$ cat config.mk
export PLATFORM = sky130hd
export DESIGN_NAME = spram_fifo_ctrl
export DESIGN_NICKNAME = d
export VERILOG_FILES = /design/src/rtl/spram_fifo_pkg.sv /design/src/rtl/spram_fifo_obuf.sv /design/src/rtl/spram_fifo_ctrl.sv
export SDC_FILE = /design/constraint.sdc
export NUM_CORES = 1
export LEC_CHECK = 0
export BUFFER_PORTS_ARGS = -buffer_cell sky130_fd_sc_hd__buf_2
export CAP_MARGIN = 20
export CORE_MARGIN = 5
export CORE_UTILIZATION = 30
export CTS_CLUSTER_DIAMETER = 80
export CTS_CLUSTER_SIZE = 24
export DETAILED_ROUTE_END_ITERATION = 12
export PLACE_DENSITY = 0.54
export SLEW_MARGIN = 0
export SYNTH_ARGS = -nofsm -noshare
export SYNTH_HDL_FRONTEND = slang
export SYNTH_HIERARCHICAL = 1
export SYNTH_SLANG_ARGS = --single-unit
$ cat constraint.sdc
create_clock -name clk -period 8.2 [get_ports clk]
set_clock_uncertainty 0.15 [all_clocks]
set_input_delay 1.64 -clock clk [delete_from_list [all_inputs] [get_ports clk]]
set_output_delay 1.64 -clock clk [all_outputs]
set_load 0.05 [all_outputs]
$ cat src/rtl/spram_fifo_pkg.sv
// -----------------------------------------------------------------------------
// spram_fifo_pkg
//   Shared constants for the single-port-RAM backed FIFO controller.
//   SPF_DW / SPF_AW      : default data width and RAM address width (64x16 RAM)
//   SPF_DEPTH            : RAM depth (2**SPF_AW)
//   SPF_OB_DEPTH         : entries in the output buffer that sits behind the RAM
//   SPF_OCC_MAX          : largest total occupancy (RAM + output buffer)
//   occ_max()            : occupancy maximum for an arbitrary address width
// -----------------------------------------------------------------------------
package spram_fifo_pkg;

   localparam int SPF_DW       = 16;
   localparam int SPF_AW       = 6;
   localparam int SPF_DEPTH    = 1 << SPF_AW;
   localparam int SPF_OB_DEPTH = 2;
   localparam int SPF_OCC_MAX  = SPF_DEPTH + SPF_OB_DEPTH;

   function automatic int occ_max(input int aw);
      return (1 << aw) + SPF_OB_DEPTH;
   endfunction

endpackage

$ cat src/rtl/spram_fifo_obuf.sv
// -----------------------------------------------------------------------------
// spram_fifo_obuf
//   Two-entry output buffer that holds words already read out of the RAM.
//   Entry 0 is always the head; a pop shifts entry 1 down.  A capture and a pop
//   on the same edge leave the occupancy unchanged and keep word order.
//   Ports:
//     clk, rst_n   : clock, asynchronous active-low reset (contents zeroed)
//     flush        : synchronous clear of the occupancy
//     cap/cap_data : write a RAM read word at the tail
//     pop          : remove the head (ignored when empty)
//     head         : current head word
//     cnt          : occupancy 0..2
// -----------------------------------------------------------------------------
module spram_fifo_obuf
   import spram_fifo_pkg::*;
#(
   parameter int DW = SPF_DW
) (
   input  logic          clk,
   input  logic          rst_n,
   input  logic          flush,
   input  logic          cap,
   input  logic [DW-1:0] cap_data,
   input  logic          pop,
   output logic [DW-1:0] head,
   output logic [1:0]    cnt
);

   logic [SPF_OB_DEPTH-1:0][DW-1:0] ent;
   logic                            pop_ok;

   assign pop_ok = pop && (cnt != 2'd0);
   assign head   = ent[0];

   always_ff @(posedge clk or negedge rst_n) begin
      if (!rst_n) begin
         ent <= '0;
         cnt <= 2'd0;
      end else if (flush) begin
         cnt <= 2'd0;
      end else begin
         case ({pop_ok, cap})
            2'b11: begin
               // Head leaves, new word joins the tail: occupancy stays put.
               if (cnt == 2'd1) begin
                  ent[0] <= cap_data;
               end else begin
                  ent[0] <= ent[1];
                  ent[1] <= cap_data;
               end
            end
            2'b10: begin
               ent[0] <= ent[1];
               cnt    <= cnt - 2'd1;
            end
            2'b01: begin
               if (cnt == 2'd0) begin
                  ent[0] <= cap_data;
                  cnt    <= 2'd1;
               end else if (cnt == 2'd1) begin
                  ent[1] <= cap_data;
                  cnt    <= 2'd2;
               end
            end
            default: ;
         endcase
      end
   end

endmodule

$ cat src/rtl/spram_fifo_ctrl.sv
// -----------------------------------------------------------------------------
// spram_fifo_ctrl
//   FIFO controller that stores words in an external single-port RAM and
//   streams them out through a 2-entry output buffer (spram_fifo_obuf).
//   One RAM access per cycle: writes win over reads, except that an empty
//   output path forces a read by dropping in_ready for that cycle.
//   Push-to-out_valid latency into an empty FIFO is 3 cycles.
//   Ports:
//     clk, rst_n                     : clock, asynchronous active-low reset
//     flush                          : synchronous clear of all contents
//     in_valid/in_ready/in_data      : push stream
//     out_valid/out_ready/out_data   : pop stream
//     count                          : RAM words + read in flight + buffered
//     ram_ceb/ram_web/ram_a/ram_d    : RAM controls (active-low enables)
//     ram_q                          : RAM read data, valid the cycle after a read
//     err_ovf/err_udf                : sticky overflow/underflow flags
//   Configuration:
//     SPRAM_FIFO_ERR_CHK_EN          : when defined, enables the sticky error
//                                      flags; otherwise they are tied to 0.
// -----------------------------------------------------------------------------
module spram_fifo_ctrl
   import spram_fifo_pkg::*;
#(
   parameter int DW = SPF_DW,
   parameter int AW = SPF_AW
) (
   input  logic          clk,
   input  logic          rst_n,
   input  logic          flush,
   input  logic          in_valid,
   output logic          in_ready,
   input  logic [DW-1:0] in_data,
   output logic          out_valid,
   input  logic          out_ready,
   output logic [DW-1:0] out_data,
   output logic [AW:0]   count,
   output logic          ram_ceb,
   output logic          ram_web,
   output logic [AW-1:0] ram_a,
   output logic [DW-1:0] ram_d,
   input  logic [DW-1:0] ram_q,
   output logic          err_ovf,
   output logic          err_udf
);

   localparam int DEPTH = 1 << AW;

   typedef logic [AW-1:0] ptr_t;
   typedef logic [AW:0]   cnt_t;

   ptr_t       wr_ptr;
   ptr_t       rd_ptr;
   cnt_t       ram_cnt;
   logic       inflight;     // read issued last cycle, ram_q valid now
   logic [1:0] ob_cnt;
   logic [1:0] ob_pend;      // buffered words plus the one on its way
   logic       rd_want;
   logic       wr_en;
   logic       rd_grant;
   logic       cap;
   logic       pop;

   // -------------------------------------------------------------------------
   // Arbitration
   // -------------------------------------------------------------------------
   assign ob_pend = ob_cnt + {1'b0, inflight};
   assign rd_want = (ram_cnt != '0) && (ob_pend < 2'd2);

   // When nothing is buffered or on its way, the read must win this cycle or
   // the output would starve behind a continuous push stream.  rst_n gates
   // the handshake so nothing is accepted (and no RAM write issued) in reset.
   assign in_ready = rst_n && (ram_cnt != cnt_t'(DEPTH)) && !flush
                     && !(rd_want && (ob_pend == 2'd0));

   assign wr_en    = in_valid && in_ready;
   assign rd_grant = rd_want && !flush && !wr_en;

   // Read data arriving during a flush belongs to discarded contents.
   assign cap      = inflight && !flush;

   assign out_valid = (ob_cnt != 2'd0) && !flush;
   assign pop       = out_valid && out_ready;

   assign count = ram_cnt + cnt_t'(inflight) + cnt_t'(ob_cnt);

   // -------------------------------------------------------------------------
   // RAM port
   // -------------------------------------------------------------------------
   assign ram_ceb = !(wr_en || rd_grant);
   assign ram_web = !wr_en;
   assign ram_a   = wr_en ? wr_ptr : rd_ptr;
   assign ram_d   = in_data;

   // -------------------------------------------------------------------------
   // Pointers and RAM occupancy (pointers wrap naturally at 2**AW)
   // -------------------------------------------------------------------------
   always_ff @(posedge clk or negedge rst_n) begin
      if (!rst_n) begin
         wr_ptr   <= '0;
         rd_ptr   <= '0;
         ram_cnt  <= '0;
         inflight <= 1'b0;
      end else if (flush) begin
         wr_ptr   <= '0;
         rd_ptr   <= '0;
         ram_cnt  <= '0;
         inflight <= 1'b0;
      end else begin
         if (wr_en)    wr_ptr <= wr_ptr + ptr_t'(1);
         if (rd_grant) rd_ptr <= rd_ptr + ptr_t'(1);
         inflight <= rd_grant;
         case ({wr_en, rd_grant})
            2'b10:   ram_cnt <= ram_cnt + cnt_t'(1);
            2'b01:   ram_cnt <= ram_cnt - cnt_t'(1);
            default: ;
         endcase
      end
   end

   // -------------------------------------------------------------------------
   // Output buffer
   // -------------------------------------------------------------------------
   spram_fifo_obuf #(
      .DW (DW)
   ) u_obuf (
      .clk      (clk),
      .rst_n    (rst_n),
      .flush    (flush),
      .cap      (cap),
      .cap_data (ram_q),
      .pop      (pop),
      .head     (out_data),
      .cnt      (ob_cnt)
   );

   // -------------------------------------------------------------------------
   // Sticky error flags
   // -------------------------------------------------------------------------
`ifdef SPRAM_FIFO_ERR_CHK_EN
   localparam int OCC_MAX = occ_max(AW);

   always_ff @(posedge clk or negedge rst_n) begin
      if (!rst_n) begin
         err_ovf <= 1'b0;
         err_udf <= 1'b0;
      end else if (flush) begin
         err_ovf <= 1'b0;
         err_udf <= 1'b0;
      end else begin
         if (in_valid && !in_ready && (count == cnt_t'(OCC_MAX))) err_ovf <= 1'b1;
         if (out_ready && !out_valid && (count == '0))            err_udf <= 1'b1;
      end
   end
`else
   assign err_ovf = 1'b0;
   assign err_udf = 1'b0;
`endif

endmodule

-- After elaboration in Yosys (flattened, before gate mapping)
Index checks and enable logic that the tools add are counted.
- logic and storage cells: 76
- bits of input ports: 37
- output and inout bits: 51
- register bits: 54
- eq/ne operators: 11
- $lt $le $gt $ge: 1
- bitwise gates (word level): 1
- add/sub/neg operators: 8
- reduce and logical (&&, ||, !) cells: 30
- muxes and demuxes: 18
- operators by type and width (cell ; count):
    $mux 16 ; 4
    $pmux 16 s3 ; 1
    $pmux 16 s2 ; 1
    $mux 6 ; 5
    $pmux 7 s2 ; 1
    $add 6x1->6 const B ; 2
    $logic_and 1x1->1 ; 12
    $reduce_bool 3->1 ; 3
    $reduce_bool 2->1 ; 4
    $add 7x1->7 ; 1
    $add 7x1->7 const B ; 1
    $add 7x2->7 ; 1
    $mux 7 ; 1
    $ne 7x7->1 const B ; 1
    $reduce_bool 7->1 ; 1
    $sub 7x1->7 const B ; 1
    $eq 2x1->1 const B ; 3
    $eq 2x2->1 const B ; 3
    $mux 2 ; 3
    $logic_not 1->1 ; 4
    $logic_not 2->1 ; 2
    $ne 2x2->1 const B ; 2
    $ne 4x2->1 const B ; 1
    $pmux 2 s2 ; 1
    10 further kinds ; 10

-- Logic depth before layout (Yosys ltp)
- depth after elaboration: 12
- depth in mapped cells: 11
- mapped depth without buffers: 11

-- Hierarchy
The synthesis kept the hierarchy.
- by module, submodules not included (module ; area each (sq um) ; times used ; seq. area each (sq um) ; cells an instance):
    spram_fifo_obuf ; 2067.0 ; 1 ; 850.8 ; 187
    spram_fifo_ctrl ; 1676.6 ; 1 ; 500.5 ; 178

-- Worst setup path after synthesis
Ideal clock, no wire load.
- kind: input to output
- start: input flush
- end: output in_ready
- setup slack: 3.143 ns
- buffers on the path: 1
- data required time: 6.410 ns
- arrival: 3.267 ns
- stages: 4
- cells stage by stage: clkbuf_1 inv_1 nand2_1 a311oi_1
- cells in the longest elaborated chain, start to end: 3
- ends and longest elaborated chain (element ; line ; text):
    start, declared ; spram_fifo_ctrl.sv:29 ; input logic flush,
    $logic_not 1->1 ; spram_fifo_ctrl.sv:72 ; assign in_ready = rst_n && (ram_cnt != cnt_t'(DEPTH)) && !flush
    $logic_and 1x1->1 ; spram_fifo_ctrl.sv:72 ;
    $logic_and 1x1->1 ; spram_fifo_ctrl.sv:73 ; && !(rd_want && (ob_pend == 2'd0));
    end, declared ; spram_fifo_ctrl.sv:31 ; output logic in_ready,
Every way passes these cells.

-- Worst setup path after layout
- start: input rst_n
- end: output ram_a[3]
- cells in the longest elaborated chain, start to end: 5
- ends and longest elaborated chain (element ; line ; text):
    start, declared ; spram_fifo_ctrl.sv:28 ; input logic rst_n,
    $logic_and 1x1->1 (2 in series) ; spram_fifo_ctrl.sv:72 ;
    $logic_and 1x1->1 ; spram_fifo_ctrl.sv:73 ;
    $logic_and 1x1->1 ; spram_fifo_ctrl.sv:75 ; assign wr_en = in_valid && in_ready;
    $mux 6 ; spram_fifo_ctrl.sv:91 ; assign ram_a = wr_en ? wr_ptr : rd_ptr;
    end, declared ; spram_fifo_ctrl.sv:39 ; output logic [AW-1:0] ram_a,
Every way passes these cells.

==> results.md <==
* Pre-Repair DR Iteration Count at 4
* Seq/Total Area, Yosys at 0.361
* Die Width at 122 um
* IO Pins at 88
* Max Slew Vio Count at 0
* Post-CTS setup buffers at 0
* Peak VDD IR at 203 uV
* Initial antenna violation count at 1
* Root Buffer: clkbuf_16
* Clk Latency, worst-skew pair at 0.29 ns
* ANT nets after route at 0
* Final #Nets at 433
* WL final at 8720 um
* Max-cap violations at 0
* DR vias/cell at 4.90
* Routability congestion estimate at 0.787
* Endpoints failing setup at 0
* Total grt overflow at 0
* Critical Path, Cell by Cell: buf_2, buf_4, and3b_1, o41ai_4, nor2_4, inv_2, mux2_2, buf_2
* Post-route clock period utilization at 0.673
* CP endpoint kind: output pin
* Avg WL per Cell at 15.9 um
* Vias in the first global route at 2846
* Storage cell area at 1350 um^2
* H-tree levels at 2
* Critical Path Start Type: input pin
* Leak Pwr at 1.77 nW
* Die Y-Extent at 122 um
* Die area at 14800 um^2
* Bufs on Longest Clock Path at 2
* Post-cts sizing count at 0
* Hold Path Cell Cnt at 1
* Final TNS setup at 0 ns
* DP Area at 3880 um^2
* Critical path arrival at 3.73 ns
* Share of cells above drive strength 1 at 0.262
* Power per cell area at 397 nW/um^2
* Synth top cells by count: dfrtp_1 (54), buf_4 (35), a21oi_1 (24), mux2i_1 (23), o21ai_0 (23)
* Fin cells at 549
* WS Path Type: input pin to output pin
* DRC viols at 0
* CTS buffer count at 5
* Flops & latches, synth at 54
* Top cell by count, worst path: buf_2
* Largest net degree at the start of global routing at 57
* Placed cell count at 541
* Yosys top cell by area: dfrtp_1
* Fin. Hold Viols at 0
* Most frequent cell after synthesis: dfrtp_1
* Syn_area_per_cell at 10.3 um^2
* Post-synthesis cell type count at 60
* Final Cell Area at 4030 um^2
* Worst-margin pin slew at 0.845 ns
* Tmin final at 5.52 ns
* CTS tree: yes
* Synth top area cells: dfrtp_1 (36%), buf_4 (7.0%), mux2i_1 (6.1%)
* Synth Cell Area at 3740 um^2
* Max incr delay on CP at 0.56 ns
* Max-slew headroom at 0.437
* Initial cell density of the core at 0.309
* CTS Hold Buffers Added at 0
* Clock transition at path regs at 0.07 ns
* HPWL Detailed at 6050 um
* N_diodes at 0
* Vias post-DR at 2691
* Status: finished clean
* Port Buffers at 53
* CORE AREA at 12100 um^2
* Synth top area share at 0.361
* Synthesized instance count at 365
* First-pass GRT wire length at 14700 um
* Number of synthesized flops with an enable pin at 0
* GRT Total Usage at 0.122
* Peak Freq at 181 MHz
* Crit Path Max Fanout at 56
* Top FF cell, synth: dfrtp_1
* DRT iter0 DRCs at 127
* Synthesis warning total at 6
* Reg2Reg Depth at 11
* Fill cells at 1268
* Post-synth ARST share at 1.00
* Layout area overhead at 7.69%
* Cell row count at 40
* RSZ-0062 raised after global routing: false
* Hold Crit Class: flip-flop to flip-flop
* Critical path's slowest cell: buf_4
* Worst Path Required at 6.41 ns
* Sink Count at 54
* Area occupied by multi-input gates at 1990 um^2
[worst paths after layout]
path                                 startpoint              end  slack (ns)
worst max-delay path                      rst_n         ram_a[3]        2.68
worst min-delay path            u_obuf/head[10]  u_obuf/head[10]        0.34
worst max register to register    u_obuf/cnt[0]       ram_cnt[6]        4.52
worst min register to register  u_obuf/head[10]  u_obuf/head[10]        0.34
max in group asynchronous                 rst_n   u_obuf/head[2]        6.06
min in group asynchronous                 rst_n       ram_cnt[4]        1.33
[registers in the layout (all words and copies together), names as in the netlist]
| register | cells |
|---|---|
| u_obuf/head | 16 |
| u_obuf/ent | 16 |
| inflight | 1 |
| u_obuf/cnt | 2 |
| rd_ptr | 6 |
| ram_cnt | 7 |
| wr_ptr | 6 |
[stage by stage]
stage,hold slack [ns],util,worst slack [ns],power [mW]
finish,0.337,0.333,2.68,1.60
global route,0.358,0.333,2.44,1.72
floorplan,0.314,-,3.14,1.29
CTS,0.342,0.332,2.60,1.61
detailed placement,0.325,0.320,2.61,1.40
global placement,0.322,0.320,2.66,1.38
[layout by cell type, fill, tap and decap left out, types with 2 or more instances in the layout]
cell type,netlist,final
a21o_1,2,2
a21oi_1,24,24
a22o_1,2,2
a31oi_1,2,2
a41oi_1,2,2
buf_2,3,53
clkbuf_16,0,5
conb_1,1,2
dfrtp_1,54,54
fa_1,3,3
ha_1,12,12
inv_1,14,14
mux2_2,13,13
mux2_4,10,10
mux2i_1,23,23
nand2_1,21,21
nand2b_1,3,3
nand3_1,7,7
nor2_1,15,15
nor2_4,2,2
nor2b_1,4,4
nor4_1,2,2
o211ai_1,16,16
o21a_1,17,17
o21ai_0,23,23
or2_2,2,2
xnor2_1,9,9
xor2_1,6,6
[layer usage]
metal  vias up  GRT usage  wire length [um]
met2        48      0.202              4300
li1       1298          -                 -
met5         -          0                 7
met1      1333      0.159              3890
met4         2     0.0399               136
met3        10     0.0269               381
[area by class of cell]
cell class                 instances  area share
clock inverter                     1     0.00186
clock buffer                       6      0.0320
sequential                        54       0.335
timing repair buffer              55      0.0714
tap                              168      0.0521
multi-input combinational        249       0.493
inverter                          16      0.0149
[cell families (layout without fill, tap and decap cells)]
group,count (synthesis),after routing,synth area share
muxes,46,46,0.141
other,1,2,0.00100
buffers and inverters,63,78,0.110
AOI/OAI and AO/OA,103,103,0.193
and+or+nand+nor,68,68,0.104
xor gates and xnor gates,15,15,0.0351
DFF,54,54,0.361
adders and majority gates,15,15,0.0561
[critical path: cells and delay by family]
family / cells / cell delay [ns]
muxes: 1 / 0.29
buffers and inverters: 4 / 1.01
and+or+nand+nor: 2 / 0.62
AOI/OAI and AO/OA: 1 / 0.14
[power by group]
group | switching [mW] | internal (mW)
Combinational | 0.611 | 0.315
Sequential | 0.102 | 0.365
Clock | 0.0942 | 0.112
(Power assumes the default switching activity.)
